**src/rtl/twos_to_sign_mag_serial_if.sv**
```systemverilog
// Handshake bundle for the serial two's-complement to sign-magnitude converter.
// min_neg exists only when TWOS_DEC_MINNEG_EN is defined.
interface twos_to_sign_mag_serial_if #(
    parameter int WIDTH = 4
);
    logic             in_valid;
    logic             in_ready;
    logic [WIDTH-1:0] in_data;
    logic             out_valid;
    logic             out_ready;
    logic             out_sign;
    logic [WIDTH-1:0] out_mag;
`ifdef TWOS_DEC_MINNEG_EN
    logic             min_neg;

    modport master (
        output in_valid, in_data, out_ready,
        input  in_ready, out_valid, out_sign, out_mag, min_neg
    );
    modport slave (
        input  in_valid, in_data, out_ready,
        output in_ready, out_valid, out_sign, out_mag, min_neg
    );
`else
    modport master (
        output in_valid, in_data, out_ready,
        input  in_ready, out_valid, out_sign, out_mag
    );
    modport slave (
        input  in_valid, in_data, out_ready,
        output in_ready, out_valid, out_sign, out_mag
    );
`endif
endinterface

```
**src/rtl/twos_to_sign_mag_serial.sv**
```systemverilog
// Bit-serial two's-complement to sign-magnitude converter, LSB first, one bit per clock.
// Optional min_neg flag (most-negative input) enabled by defining TWOS_DEC_MINNEG_EN.
module twos_to_sign_mag_serial #(
    parameter int WIDTH = 4
) (
    input  logic clk,
    input  logic rst,
    twos_to_sign_mag_serial_if.slave bus
);
    localparam int CW = (WIDTH > 1) ? $clog2(WIDTH) : 1;

    localparam logic [1:0] S_IDLE  = 2'd0;
    localparam logic [1:0] S_SHIFT = 2'd1;
    localparam logic [1:0] S_DONE  = 2'd2;

    logic [1:0]       r_state;
    logic [WIDTH-1:0] r_sreg;
    logic [WIDTH-1:0] r_mag;
    logic [CW-1:0]    r_cnt;
    logic             r_sign;
    logic             r_seen_one;
    logic             w_bit;
    logic             w_out_bit;
    logic             w_last;

    assign w_bit     = r_sreg[0];
    // Copy up to and including the first 1, invert everything after it.
    assign w_out_bit = (r_sign && r_seen_one) ? ~w_bit : w_bit;
    assign w_last    = (r_cnt == CW'(WIDTH - 1));

    always_ff @(posedge clk or posedge rst) begin
        if (rst) begin
            r_state    <= S_IDLE;
            r_sreg     <= '0;
            r_mag      <= '0;
            r_cnt      <= '0;
            r_sign     <= 1'b0;
            r_seen_one <= 1'b0;
        end else begin
            case (r_state)
                S_IDLE: begin
                    if (bus.in_valid) begin
                        r_sreg     <= bus.in_data;
                        r_sign     <= bus.in_data[WIDTH-1];
                        r_seen_one <= 1'b0;
                        r_cnt      <= '0;
                        r_state    <= S_SHIFT;
                    end
                end
                S_SHIFT: begin
                    r_sreg     <= r_sreg >> 1;
                    r_mag      <= {w_out_bit, r_mag[WIDTH-1:1]};
                    r_seen_one <= r_seen_one | w_bit;
                    if (w_last) begin
                        r_state <= S_DONE;
                    end else begin
                        r_cnt <= r_cnt + 1'b1;
                    end
                end
                S_DONE: begin
                    if (bus.out_ready) begin
                        r_state <= S_IDLE;
                    end
                end
                default: r_state <= S_IDLE;
            endcase
        end
    end

`ifdef TWOS_DEC_MINNEG_EN
    logic r_min_neg;

    // At the last shift seen_one still covers only bits 0..WIDTH-2.
    always_ff @(posedge clk or posedge rst) begin
        if (rst) begin
            r_min_neg <= 1'b0;
        end else if (r_state == S_IDLE && bus.in_valid) begin
            r_min_neg <= 1'b0;
        end else if (r_state == S_SHIFT && w_last) begin
            r_min_neg <= r_sign && !r_seen_one;
        end
    end

    assign bus.min_neg = r_min_neg;
`endif

    assign bus.in_ready  = (r_state == S_IDLE);
    assign bus.out_valid = (r_state == S_DONE);
    assign bus.out_sign  = r_sign;
    assign bus.out_mag   = r_mag;
endmodule

```
**src/flat_wrapper.sv**
```systemverilog
// flat-port wrapper written by rule: the top's interface ports become plain ports
module twos_to_sign_mag_serial_flat 
#(
    parameter int WIDTH = 4
)
  (clk, rst, bus_in_valid, bus_in_data, bus_out_ready, bus_in_ready, bus_out_valid, bus_out_sign, bus_out_mag);
  twos_to_sign_mag_serial_if #(.WIDTH(WIDTH)) bus_i ();
  input  logic clk;
  input  logic rst;
  input wire logic [$bits(bus_i.in_valid)-1:0] bus_in_valid;
  input wire logic [$bits(bus_i.in_data)-1:0] bus_in_data;
  input wire logic [$bits(bus_i.out_ready)-1:0] bus_out_ready;
  output wire logic [$bits(bus_i.in_ready)-1:0] bus_in_ready;
  output wire logic [$bits(bus_i.out_valid)-1:0] bus_out_valid;
  output wire logic [$bits(bus_i.out_sign)-1:0] bus_out_sign;
  output wire logic [$bits(bus_i.out_mag)-1:0] bus_out_mag;
  assign bus_i.in_valid = bus_in_valid;
  assign bus_i.in_data = bus_in_data;
  assign bus_i.out_ready = bus_out_ready;
  assign bus_in_ready = bus_i.in_ready;
  assign bus_out_valid = bus_i.out_valid;
  assign bus_out_sign = bus_i.out_sign;
  assign bus_out_mag = bus_i.out_mag;
  twos_to_sign_mag_serial #(.WIDTH(WIDTH)) u_core (.clk(clk), .rst(rst), .bus(bus_i));
endmodule
```
**config.mk**
```make
export PLATFORM = sky130hd
export DESIGN_NAME = twos_to_sign_mag_serial_flat
export DESIGN_NICKNAME = d
export VERILOG_FILES = /design/src/rtl/twos_to_sign_mag_serial_if.sv /design/src/rtl/twos_to_sign_mag_serial.sv /design/src/flat_wrapper.sv
export SDC_FILE = /design/constraint.sdc
export NUM_CORES = 1
export LEC_CHECK = 0
export CAP_MARGIN = 20
export CORE_MARGIN = 3
export CORE_UTILIZATION = 47
export CTS_CLUSTER_DIAMETER = 40
export DETAILED_ROUTE_END_ITERATION = 12
export HOLD_SLACK_MARGIN = 0.15
export PLACE_DENSITY = 0.87
export SLEW_MARGIN = 10
export SYNTH_ARGS = -nofsm -noshare
export SYNTH_HDL_FRONTEND = slang
export SYNTH_SLANG_ARGS = --single-unit
```
**constraint.sdc**
```tcl
create_clock -name clk -period 1.4 [get_ports clk]
set_input_delay 0.14 -clock clk [delete_from_list [all_inputs] [get_ports clk]]
set_output_delay 0.14 -clock clk [all_outputs]
set_load 0.02 [all_outputs]
```
==> Word-level counts from Yosys, hierarchy flattened <==
Index checks and enable logic that the tools add are counted.
W data, S select, Z words.
{ "word_totals": {"in_bits": 8, "output_inout_bits": 7, "latch_bits": 0, "rom_bits": 0, "memories": 0, "elab_cells": 35, "ramBits": 0, "ff_bits": 14} }
{ "op_classes": {"n_shift": 0, "n_reduce_logical": 7, "eq_ne": 7, "muxes": 12, "bitwise_logic": 2, "div_mod_pow": 0, "multipliers": 0, "magnitude_cmp": 0, "addsub": 1} }
{ "ops": {"columns": ["operator", "n"], "rows": [
  ["$mux W2", 5],
  ["$pmux W4 S2", 1],
  ["$ne A2 B2 Y1 const B", 3],
  ["$pmux W2 S3", 1],
  ["$reduce_and A3 Y1", 2],
  ["$eq A2 B2 Y1 const B", 2],
  ["$mux W4", 1],
  ["$pmux W2 S2", 1],
  ["$reduce_and A2 Y1", 2],
  ["$add A2 B1 Y2 const B", 1],
  ["$eq A2 B1 Y1 const B", 1],
  ["$logic_not A2 Y1", 1],
  ["$mux W1", 2],
  ["$ne A2 B1 Y1 const B", 1],
  ["$pmux W1 S2", 1],
  ["$reduce_bool A2 Y1", 1],
  ["$logic_and A1 B1 Y1", 1],
  ["$not A1 Y1", 1],
  ["$or A1 B1 Y1", 1]
]} }

==> Logic depth before layout (Yosys ltp) <==
{ "depth": {"depth_word": 3, "mapped_depth": 5, "mapped_depth_nobuf": 4} }

==> Least setup slack after synthesis <==
No wires, ideal clock.
{ "synth_path": {"path_kind": "reg2reg", "start": "register u_core.r_state[1]", "end": "register u_core.r_mag[0], in the netlist u_core.bus.out_mag[0]", "setup_time_ps": 125, "arrival_ps": 994, "n_path_buf": 2, "stages_incl_launch_ff": 5, "required_time_ps": 1275, "path_slack_ps": 281, "period_less_slack_ps": 1119, "path_cell_list": "dfrtp_1 > buf_6 > nor2b_4 > buf_6 > mux2_4"} }
{ "synth_between": {"elab_chain_cells": 1} }
{ "synth_lines": {"columns": ["element", "line_no", "rtl"], "rows": [
  ["from (decl)", "twos_to_sign_mag_serial.sv:16", "logic [1:0] r_state;"],
  ["from (signal assigned)", "twos_to_sign_mag_serial.sv:33", "r_state <= S_IDLE;"],
  ["from (signal assigned)", "twos_to_sign_mag_serial.sv:47", "r_state <= S_SHIFT;"],
  ["from (signal assigned)", "twos_to_sign_mag_serial.sv:55", "r_state <= S_DONE;"],
  ["$eq A2 B1 Y1", "twos_to_sign_mag_serial.sv:40", "case (r_state)"],
  ["to (signal assigned)", "twos_to_sign_mag_serial.sv:52", "r_mag <= {w_out_bit, r_mag[WIDTH-1:1]};"],
  ["to (decl)", "twos_to_sign_mag_serial.sv:18", "logic [WIDTH-1:0] r_mag;"]
]} }
No other way between the ends.
A chain may end at the register's enable or synchronous reset.

==> Worst setup path in the final report <==
{ "layout_path": {"start": "register u_core.r_state[1]", "end": "output bus_out_valid"} }
{ "layout_between": {"elab_chain_cells": 1} }
{ "layout_lines": {"columns": ["element", "line_no", "rtl"], "rows": [
  ["$eq A2 B2 Y1", "twos_to_sign_mag_serial.sv:88", "assign bus.out_valid = (r_state == S_DONE);"],
  ["to (decl)", "flat_wrapper.sv:14", "output wire logic [$bits(bus_i.out_valid)-1:0] bus_out_valid;"]
]} }
No other way between the ends.

==> results.py <==
metrics = {
    "worst_setup_path": {
        "crit_arrival_ns": 1.16,
        "start_kind": "flop",
        "reg2reg_to": "u_core.r_cnt[0]$_DFFE_PP0P_",
        "cp-end-kind": "primary output",
        "cp_slowest_cell": "dfrtp_2",
        "endpoint": "bus_out_valid",
        "r2r-start": "u_core.r_cnt[0]$_DFFE_PP0P_",
        "rrSetupSlack_ns": 0.16,
        "setup.worst_path.class": "flop to primary output",
        "critPathRequiredTime_ns": 1.26,
        "worstRegToRegCells": 4,
        "crit_path_start": "u_core.r_state[1]$_DFFE_PP0P_",
        "path_cells": "inv_1, nor2_1, clkdlybuf4s15_1",
        "cpPeakStageDelay_ns": 0.42,
        "crit_fanout": 4,
    },
    "power_and_ir_drop": {
        "power_frac_seq": 0.365,
        "p_sw_frac": 0.394,
        "internal_power_uw": 1270,
        "clkPwrFrac": 0.143,
        "power.density_nw_per_um2": 2400,
        "ir_drop_mv": 1.25,
        "leakage_uw": 0.000402,
        "power_frac_comb": 0.492,
        "p_sw_uw": 823,
    },
    "clock_tree": {
        "cts.sinks": 14,
        "clk_root_buffer_cell": "clkbuf_4",
        "cts_buffers": 3,
        "htreeDepth": 1,
        "cts_tree": "yes",
        "clk_latency_ns": 0.29,
        "clk_pin_slew_ns": 0.09,
        "ctsLongestPathBuffers": 2,
    },
    "timing": {
        "timing.final.crit_period_ns": 1.30,
        "hold_viol": 0,
        "period_share": 0.927,
        "grt_setup_unrepaired": "false",
        "skew_ns": 0.00337,
        "setup_viol": 0,
        "worst_pin_slew_ns": 0.547,
        "fmax_mhz": 771,
        "slew_headroom": 0.635,
        "fin_tns_setup_ns": 0,
        "report.final.slew_viol_count": 0,
    },
    "global_route": {
        "grt_start_max_net_pins": 15,
        "grt_pass1_wl_um": 2540,
        "antenna_found_initial": 0,
        "grt_overflow": 0,
        "grt.total_usage": 0.184,
        "grt_pass1_vias": 573,
    },
    "synth": {
        "synthXorXnorAreaFrac": 0.0129,
        "synth-simple-area-share": 0.0998,
        "synthAdderAreaFrac": 0.0185,
        "muxShareOfSynthArea": 0.0665,
        "syn_area_um2": 677,
        "synth_most_common_cell": "dfrtp_1",
        "synth_ff_type": "dfrtp_1",
        "yosysWarnings": 0,
        "synth_top_area_cell": "dfrtp_1",
        "synth_compound_area_frac": 0.211,
        "synthTopCellsByCount": "14 x dfrtp_1, 8 x o21ai_0, 7 x a21oi_1, 6 x inv_1, 6 x nor2_1",
        "synthArstFlopShare": 1.00,
        "synth-seq-area-share": 0.518,
        "avgSynthCellArea_um2": 10.6,
        "syn_nets": 73,
        "synth_edf_count": 0,
        "synth_cell_type_count": 20,
        "yosys.area.top_type_share": 0.518,
        "synth_top_family_by_area": "compound AO/OA/AOI/OAI gates",
        "ys_ff_latch": 14,
        "netlist_instances": 64,
        "synthTopCellsByArea": "dfrtp_1 52%, mux2_4 6.7%, o21ai_0 5.9%",
    },
    "cells_and_area": {
        "areaGrowthSynthToFinish_pct": 28.8,
        "fin_nets": 93,
        "drive_above_1_share": 0.169,
        "n_antenna_cell": 0,
        "stdcell_count": 98,
    },
    "run": {
        "cap_viol_max_count": 0,
    },
    "drt": {
        "drc_errors": 0,
        "vias": 546,
        "ant_nets": 0,
        "vias_per_cell": 5.57,
        "drt-wirelength-per-cell_um": 14.9,
        "dr.pass1.iters": 4,
        "drt_iter0_markers": 6,
        "drt-total-wl_um": 1460,
    },
    "floorplan": {
        "die_w_um": 44.0,
        "dieArea_um2": 1930,
        "fp.coreArea_um2": 1330,
        "io_pins": 15,
        "row_count": 13,
        "die_y_um": 44.0,
        "start_util": 0.508,
    },
    "placement": {
        "dp_cells": 94,
        "placement.io_buffers": 14,
        "gp_congestion": 0.776,
        "dp_hpwl_um": 1060,
    },
    "hold_path": {
        "hp-class": "input port to async pin",
    },
    "run_status": {
        "outcome": "complete, no violations",
    },
}
[power groups by stage]
stage | combinational, µW | clock [µW] | sequential, µW
2_1_floorplan | 715 | 0 | 805
3_3_place_gp | 1040 | 0 | 749
3_5_place_dp | 1080 | 0 | 771
4_1_cts | 1030 | 306 | 760
5_1_grt | 1140 | 323 | 794
6_report | 1030 | 299 | 762
[registers in the layout (all words and copies together), names as in the netlist]
signal,flops
u_core.bus.out_mag,4
u_core.r_sreg,4
u_core.r_cnt,2
u_core.r_state,2
u_core.bus.out_sign,1
u_core.r_seen_one,1
[worst max-delay path: cells and delay by family, from the launching register on]
kind	cells	cell delay (ns)
buffers and inverters	2	0.37
AND/OR/NAND/NOR	1	0.09
flip-flops	1	0.42
[cell families (layout without fill, tap and decap cells)]
| logic type | after synthesis | count (layout) |
|---|---|---|
| buf+inv | 9 | 28 |
| mux | 3 | 3 |
| compound gates | 24 | 24 |
| flops | 14 | 14 |
| xor+xnor | 1 | 1 |
| fa+ha+maj | 1 | 1 |
| simple gates | 12 | 12 |
[per-layer routing]
layer	GRT usage	wire, µm	part of all wire
met5	0	0	0
met4	0.108	15	0.010
met3	0.0373	72	0.049
met2	0.305	736	0.50
met1	0.217	634	0.43
[repair_timing]
| action | in CTS | in global routing |
|---|---|---|
| gates resized for setup | 6 | 3 |
| setup buffers | 0 | 0 |
| endpoints found under the setup margin | 6 | 2 |
| gates cloned | 0 | 0 |
| hold buffers | 0 | 0 |
[worst min-delay path by stage]
stage,end,slack [ns],depth (start not counted)
final,u_core.bus.out_mag[3]$_DFFE_PP0N_,0.21,2
after CTS,u_core.r_state[0]$_DFFE_PP0P_,0.23,2
after global placement,u_core.bus.out_mag[0]$_DFFE_PP0N_,0.49,1
after detailed placement,u_core.r_sreg[3]$_DFFE_PP0P_,0.51,2
after floorplan,u_core.bus.out_mag[0]$_DFFE_PP0N_,0.03,1
after global routing,u_core.r_state[0]$_DFFE_PP0P_,0.25,2
[cells in the final DEF, fill, tap and decap left out]
cell type | synthesis | layout
a22oi_1 | 1 | 1
clkdlybuf4s15_1 | 0 | 1
mux2_4 | 3 | 3
nor2b_4 | 1 | 1
dlygate4sd2_1 | 0 | 5
o21ai_0 | 8 | 8
o2bb2ai_1 | 3 | 3
dfrtp_2 | 0 | 1
inv_1 | 6 | 6
a211oi_1 | 1 | 1
xor2_1 | 1 | 1
nand3_1 | 1 | 1
o22ai_1 | 3 | 3
clkbuf_8 | 0 | 1
dfrtp_1 | 14 | 13
clkbuf_4 | 0 | 3
nor2_1 | 6 | 6
clkdlybuf4s50_1 | 0 | 7
nand2_1 | 2 | 2
o31ai_1 | 1 | 1
a21oi_1 | 7 | 7
ha_1 | 1 | 1
nand2b_4 | 1 | 1
nor3_1 | 1 | 1
dlymetal6s2s_1 | 0 | 1
buf_4 | 0 | 4
[per-stage QoR]
stage	hold slack (ns)	utilization	instance area (µm²)	power [µW]	setup WS, ns
2_1_floorplan	0.0292	-	677	1520	0.281
3_3_place_gp	0.494	0.629	838	1790	0.112
3_5_place_dp	0.509	0.629	838	1850	0.0742
4_1_cts	0.233	0.650	867	2100	0.00405
5_1_grt	0.250	0.654	872	2260	0.0130
6_report	0.213	0.654	872	2090	0.102
[layout make-up]
type,count,area [µm²]
inverter,6,22.5
tap,15,18.8
clock buffer,4,36.3
sequential,14,352
multi-input combinational,41,277
timing repair buffer,18,166
fill,118,462
(Power assumes the default switching activity.)
==> RTL change, RTL diff (config.mk and constraints unchanged) <==
`WIDTH` is set to 4 in 3 places; all go to 8.
--- a/src/rtl/twos_to_sign_mag_serial_if.sv
+++ b/src/rtl/twos_to_sign_mag_serial_if.sv
@@ -3,3 +3,3 @@
 interface twos_to_sign_mag_serial_if #(
-    parameter int WIDTH = 4
+    parameter int WIDTH = 8
 );
--- a/src/rtl/twos_to_sign_mag_serial.sv
+++ b/src/rtl/twos_to_sign_mag_serial.sv
@@ -3,3 +3,3 @@
 module twos_to_sign_mag_serial #(
-    parameter int WIDTH = 4
+    parameter int WIDTH = 8
 ) (
--- a/src/flat_wrapper.sv
+++ b/src/flat_wrapper.sv
@@ -3,3 +3,3 @@
 #(
-    parameter int WIDTH = 4
+    parameter int WIDTH = 8
 )
Interface: changed (resized bus_in_data and bus_out_mag); port bits go from 15 to 23. The function was not compared with the original's and may differ.
==> RTL change against the unedited design <==
- design area up 56%
- worst setup slack worse by 0.040 ns
- sequential power up 59%
- count of clock-buffer cells in the layout down 1
- first-iteration DRC count up 50%
- power up 46%
- wire length up 42%
- die area up 50%
- cell count up 44%
- synthesized area up 59%
- sequential cell count up 9
- critical path type is now reg2reg
- largest cell class unchanged
- largest power group unchanged
==> RTL change: results (changes against the unedited design) <==
status=complete, no violations (unchanged); placed cells=136 (was 94); design area=1360 um2 (was 872 um2); P_seq=0.00121 W (was 0.000762 W); Post-DP HPWL=1.52 mm (was 1.06 mm); DRT met1 WL=978 um (was 634 um); synth cell count leaders=dfrtp_1, mux2_4, inv_1, o22ai_1 (was dfrtp_1, o21ai_0, a21oi_1, inv_1, nor2_1); Vias/cell=5.38 (was 5.57); Clock Pin Slew Worst Setup and Hold Paths=0.13 ns (was 0.09 ns); clock power share=10.0% (was 14.3%); first-pass GRT wire length=3.37 mm (was 2.54 mm); WL met2=972 um (was 736 um); DR top layer=met3 (was met4); maximum VDD drop=1200 uV (was 1250 uV); CP peak stage delay=0.44 ns (was 0.42 ns); Pleak=0.634 nW (was 0.402 nW); top cells by area, synth=dfrtp_1, mux2_4, a22oi_1, o22ai_1, buf_6 (was dfrtp_1, mux2_4, o21ai_0, a21oi_1, o2bb2ai_1); Unique masters post-synth=27 (was 20); worst-case reg-to-reg path depth=3 (was 4); Filler cells=182 (was 118); internal power=0.00191 W (was 0.00127 W); PostCTS Resize Cnt=11 (was 6); met2 Use GR=26.2% (was 30.5%); Post-Place Setup Slack=0.00934 ns (was 0.0742 ns); grt met3 use=2.77% (was 3.73%); gpl congestion=0.785 (was 0.776); Synth Net Count=99 (was 73); WL met3=118 um (was 72 um)
-- RTL change: cell types whose count changed after synthesis, sizes merged, moves of 3 or more --
cell	delta
o21ai	-5
o22ai	+4
mux2	+5
a2bb2oi	+3
dfrtp	+9
a22oi	+4
-- RTL change: logic make-up after synthesis --
family                   Yosys count  share of synthesized area (%)
AO/OA/AOI/OAI                     29                           21.0
flip-flops                        23                           53.4
buffers and inverters             12                           6.50
AND/OR/NAND/NOR                   10                           5.11
multiplexers                       8                           10.8
adder cells (fa/ha/maj)            2                           2.32
XOR/XNOR                           1                          0.813
-- RTL change: cell type report --
cell class	instances	area share [%]
clock buffer	3	1.66
clock inverter	1	0.368
inverter	7	1.93
multi-input combinational	50	32.1
sequential	23	42.4
tap	27	2.49
timing repair buffer	30	19.1
-- RTL change: worst min-delay path, cell delays in order --
cell and delay (ns):
clkdlybuf4s50_1 0.40, inv_1 0.05, buf_4 0.28
